File: src/rtl/gat_stage_scheduler.sv
// Four-stage GAT batch scheduler: pushes subgraphs through spmm -> dmvm -> sm -> aggr,
// one outstanding subgraph per stage, with batch completion, cycle count and sticky error.
module gat_stage_scheduler #(
  parameter int SG_W = 16
) (
  input  logic            clk,
  input  logic            rst_n,
  input  logic            start_i,
  input  logic [SG_W-1:0] num_sg_i,
  input  logic            clr_i,
  input  logic            spmm_rdy_i,
  input  logic            dmvm_rdy_i,
  input  logic            sm_rdy_i,
  input  logic            aggr_rdy_i,
  input  logic            spmm_vld_i,
  input  logic            dmvm_vld_i,
  input  logic            sm_vld_i,
  input  logic            aggr_vld_i,
  output logic            spmm_start_o,
  output logic            dmvm_start_o,
  output logic            sm_start_o,
  output logic            aggr_start_o,
  output logic            busy_o,
  output logic            done_o,
  output logic            err_o,
  output logic [31:0]     cycle_cnt_o,
  output logic [SG_W-1:0] sg_done_cnt_o
);
  localparam int NSTG = 4;

  typedef enum logic {IDLE, RUN} state_e;

  state_e                     state_q;
  logic [SG_W-1:0]            num_sg_q;
  logic                       done_q, err_q;
  logic [31:0]                cyc_q;
  logic [NSTG-1:0]            rdy, vld, fire, ack, start;
  logic [NSTG-1:0][SG_W-1:0]  dn, lim;
  logic                       run, accept, stg_clr, fin;

  assign rdy     = {aggr_rdy_i, sm_rdy_i, dmvm_rdy_i, spmm_rdy_i};
  assign vld     = {aggr_vld_i, sm_vld_i, dmvm_vld_i, spmm_vld_i};
  assign run     = (state_q == RUN);
  assign accept  = !run && start_i && (num_sg_i != '0);
  assign stg_clr = clr_i || accept;
  // Stage 0 is bounded by the batch size, every later stage by its predecessor's completions.
  assign lim     = {dn[NSTG-2:0], num_sg_q};
  assign fin     = ack[NSTG-1] && ((dn[NSTG-1] + SG_W'(1)) == num_sg_q);

  for (genvar k = 0; k < NSTG; k++) begin : g_stg
    logic [SG_W-1:0] iss_q, dn_q;
    logic            bsy_q, start_q;

    assign fire[k]  = run && !bsy_q && rdy[k] && (iss_q < lim[k]);
    assign ack[k]   = run && vld[k] && bsy_q;
    assign dn[k]    = dn_q;
    assign start[k] = start_q;

    always_ff @(posedge clk or negedge rst_n) begin
      if (!rst_n) begin
        iss_q   <= '0;
        dn_q    <= '0;
        bsy_q   <= 1'b0;
        start_q <= 1'b0;
      end else if (stg_clr) begin
        iss_q   <= '0;
        dn_q    <= '0;
        bsy_q   <= 1'b0;
        start_q <= 1'b0;
      end else begin
        start_q <= fire[k];
        // fire needs bsy=0 and ack needs bsy=1, so they never coincide
        if (fire[k]) begin
          iss_q <= iss_q + SG_W'(1);
          bsy_q <= 1'b1;
        end else if (ack[k]) begin
          dn_q  <= dn_q + SG_W'(1);
          bsy_q <= 1'b0;
        end
      end
    end
  end

  always_ff @(posedge clk or negedge rst_n) begin
    if (!rst_n) begin
      state_q  <= IDLE;
      num_sg_q <= '0;
      done_q   <= 1'b0;
      err_q    <= 1'b0;
      cyc_q    <= '0;
    end else if (clr_i) begin
      state_q  <= IDLE;
      num_sg_q <= '0;
      done_q   <= 1'b0;
      err_q    <= 1'b0;
      cyc_q    <= '0;
    end else begin
      done_q <= 1'b0;
      // any completion pulse that no busy stage can absorb is a protocol error
      if (|(vld & ~ack)) err_q <= 1'b1;
      case (state_q)
        IDLE: if (start_i) begin
          if (num_sg_i == '0) done_q <= 1'b1;
          else begin
            state_q  <= RUN;
            num_sg_q <= num_sg_i;
            cyc_q    <= '0;
          end
        end
        RUN: begin
          if (cyc_q != '1) cyc_q <= cyc_q + 32'd1;
          if (fin) begin
            state_q <= IDLE;
            done_q  <= 1'b1;
          end
        end
        default: state_q <= IDLE;
      endcase
    end
  end

  assign spmm_start_o  = start[0];
  assign dmvm_start_o  = start[1];
  assign sm_start_o    = start[2];
  assign aggr_start_o  = start[3];
  assign busy_o        = run;
  assign done_o        = done_q;
  assign err_o         = err_q;
  assign cycle_cnt_o   = cyc_q;
  assign sg_done_cnt_o = dn[NSTG-1];
endmodule

File: config.mk
export PLATFORM = sky130hd
export DESIGN_NAME = gat_stage_scheduler
export DESIGN_NICKNAME = d
export VERILOG_FILES = /design/src/rtl/gat_stage_scheduler.sv
export SDC_FILE = /design/constraint.sdc
export NUM_CORES = 1
export LEC_CHECK = 0
export BUFFER_PORTS_ARGS = -buffer_cell sky130_fd_sc_hd__buf_4
export CORE_UTILIZATION = 40
export CTS_CLUSTER_DIAMETER = 80
export CTS_CLUSTER_SIZE = 14
export DETAILED_ROUTE_END_ITERATION = 10
export PLACE_DENSITY_LB_ADDON = 0.15
export SYNTH_ARGS = -nofsm -noshare
export SYNTH_HDL_FRONTEND = slang
export SYNTH_SLANG_ARGS = --single-unit
File: constraint.sdc
create_clock -name clk -period 4.58 [get_ports clk]
set_input_delay 0.458 -clock clk [delete_from_list [all_inputs] [get_ports clk]]
set_output_delay 0.458 -clock clk [all_outputs]
set_load 0.005 [all_outputs]
==> impl_metrics.json <==
{
  "outcome": "finished clean",
  "post-place-cells": 1726,
  "synth_edf_count": 0,
  "num_vias": 9807,
  "place_area_um2": 12400,
  "min_period_ns": 2.96,
  "hold_path_class": "in -> async",
  "syn_avg_cell_area_um2": 8.74,
  "synth.most_common_cell": "dfrtp_1",
  "die_w_um": 171,
  "cts.clk_slew.worst_paths_ns": 0.07,
  "cts_buffer_depth": 2,
  "grt_pass1_vias": 9170,
  "p_total_mw": 3.39,
  "arrival_ns": 3.27,
  "yosys-mux-area-fraction_pct": 0.788,
  "finalCritPeriodShare_pct": 64.5,
  "design_area_um2": 13000,
  "core-area_um2": 27900,
  "synth_top_area_cell": "dfrtp_1",
  "tns_ns": 0,
  "drv_slew": 0,
  "rows": 61,
  "rsz0062_at_grt": "no",
  "critPathLaunchType": "flop",
  "dr.pass1.iters": 5,
  "netlist.area_leader.share_pct": 40.9,
  "cts_tree": "yes",
  "numCtsBuffers": 17,
  "grt_pass1_wl_um": 48300,
  "p_per_area_nw_per_um2": 261,
  "ys_ff_latch": 187,
  "antenna_found_initial": 0,
  "synth-simple-area-share_pct": 23.0,
  "max_slew_margin_pct": 21.7,
  "crit_path_top_delay_cell": "o2111ai_2",
  "required_ns": 4.89,
  "syn_inst": 1308,
  "critPathCaptureType": "flop",
  "gp_congestion": 0.847,
  "fin_ws_ns": 1.62,
  "clk_latency_ns": 0.44,
  "grt_overflow": 0,
  "p_leak_nw": 5.42,
  "max_stage_delay_ns": 0.90,
  "synth-seq-area-share_pct": 40.9,
  "holdBufCountCts": 0,
  "postCtsSetupBuffers": 0,
  "hold_violations": 0,
  "fmax_mhz": 338,
  "stdcell_count": 1758,
  "cap_violations": 0,
  "path_class": "reg -> reg",
  "routed_via_density": 5.58,
  "die_h_um": 171,
  "die_area_um2": 29300,
  "finClkSkew_ns": 0.0183,
  "whs_ns": 0.0594,
  "synth_top_family_by_area": "simple AND/OR/NAND/NOR gates",
  "ys_dominant_reg_cell": "dfrtp_1",
  "yosysWarnings": 0,
  "nets": 1464,
  "synthXorXnorAreaFrac_pct": 6.44,
  "synth_nets": 1405,
  "setup_viol": 0,
  "cts_sinks": 187,
  "critPathBufInv": 1,
  "drive_gt1_share_pct": 11.0,
  "netlist-cell-type-count": 70,
  "syn2layout_area_growth_pct": 13.7,
  "max_slew.worst_pin.slew_ns": 1.17,
  "htreeDepth": 4,
  "synthArstFlopShare_pct": 100,
  "n_antenna_cell": 0,
  "synth_commonest_cells": "dfrtp_1 (187), nand2_1 (135), nor2_1 (119), a21oi_1 (106), inv_1 (85)",
  "synthTopCellsByArea": "dfrtp_1 (41%), ha_1 (7.6%), xnor2_1 (4.9%)",
  "port_buffers": 82,
  "cp_top_family": "compound AO/OA/AOI/OAI gates",
  "place_ws_ns": 1.70,
  "wl_per_cell_um": 16.6,
  "fin_util_pct": 46.5,
  "crit_chain": "inv_1 -> ha_1 -> nand4_1 -> or4_1 -> o2111ai_2 -> o311ai_0 -> o41ai_1",
  "drtIter0Drc": 578,
  "grt_max_degree": 97,
  "detailed_place_hpwl_um": 20900,
  "grtUsageTotal_pct": 20.7,
  "ant_nets": 0,
  "peakVddDrop_uv": 185,
  "routed_wl_um": 29200,
  "cts_resized": 0,
  "crit_fanout": 27,
  "synth_compound_area_share_pct": 16.4,
  "synth_area_um2": 11400,
  "cts_root_buffer": "clkbuf_16",
  "start_util_pct": 40.9,
  "synthAdderAreaFrac_pct": 7.55,
  "route.detailed.drc": 0,
  "ios": 83,
  "n_fill_cell": 2748
}
==> final cells by class <==
class / instances / area (um^2) / area share (%)
Clock inverter: 14 / 136 / 1.05
Clock buffer: 18 / 439 / 3.38
Tap cell: 378 / 473 / 3.64
Inverter: 87 / 327 / 2.51
Sequential cell: 187 / 4680 / 36.0
Timing Repair Buffer: 95 / 732 / 5.63
Multi-Input combinational cell: 979 / 6210 / 47.8
==> power by group <==
group / switching, mW / total [mW] / internal, mW
registers: 0.0163 / 1.68 / 1.66
logic: 0.156 / 0.224 / 0.0681
clock network: 0.711 / 1.49 / 0.777
==> cells by family (layout without fill, tap and decap cells) <==
group | after synthesis | count (layout)
buffers and inverters | 142 | 214
AO/OA/AOI/OAI | 298 | 298
flip-flops | 187 | 187
XOR/XNOR | 84 | 84
multiplexers | 9 | 9
AND/OR/NAND/NOR | 519 | 519
adder cells (fa/ha/maj) | 69 | 69
==> path summary, 6_finish.rpt <==
check                                         startpoint                             end  slack (ns)  depth (start not counted)
setup / recovery           g_stg[2].dn_q[13]$_DFFE_PN0P_   g_stg[3].iss_q[7]$_DFFE_PN0P_        1.62                          7
hold / removal                                     rst_n     cycle_cnt_o[22]$_DFFE_PN0P_        0.06                          1
setup reg to reg           g_stg[2].dn_q[13]$_DFFE_PN0P_   g_stg[3].iss_q[7]$_DFFE_PN0P_        1.62                          7
hold reg to reg               cycle_cnt_o[0]$_DFFE_PN0P_      cycle_cnt_o[0]$_DFFE_PN0P_        0.53                          1
max in group asynchronous                          rst_n  g_stg[2].iss_q[14]$_DFFE_PN0P_        3.54                          2
min in group clk                             num_sg_i[7]         num_sg_q[7]$_DFFE_PN0P_        0.27                          3
==> worst register-to-register path, cell delays in order, from the launching register on <==
cell,delay (ns)
dfrtp_1,0.40
inv_1,0.07
ha_1,0.30
nand4_1,0.16
or4_1,0.60
o2111ai_2,0.90
o311ai_0,0.28
o41ai_1,0.12
==> state kept, by name, summed over array words and instances, names as in the netlist <==
register,cells
err_o,1
cycle_cnt_o,32
num_sg_q,16
busy_o,1
spmm_start_o,1
g_stg.bsy_q,4
sm_start_o,1
done_o,1
dmvm_start_o,1
g_stg.iss_q,64
sg_done_cnt_o,16
g_stg.dn_q,48
aggr_start_o,1
==> cell usage in the layout (no fill, tap or decap), types with 26 or more instances in the layout <==
cell	n
a21oi_1	106
buf_4	93
dfrtp_1	187
ha_1	69
inv_1	85
nand2_1	134
nand3_1	60
nand4_1	35
nor2_1	119
nor3_1	27
o21ai_0	66
o31ai_1	26
or3_1	46
xnor2_1	64
==> per-layer routing <==
| layer | vias up | track usage (%) | part of all wire [%] |
|---|---|---|---|
| li1 | 4844 | - | - |
| met1 | 4773 | 30.1 | 50 |
| met2 | 178 | 32.5 | 46 |
| met3 | 12 | 3.12 | 3.5 |
| met4 | 0 | 3.88 | 0.72 |
| met5 | - | 0 | 0 |
Power figures use the tool's default switching activity.
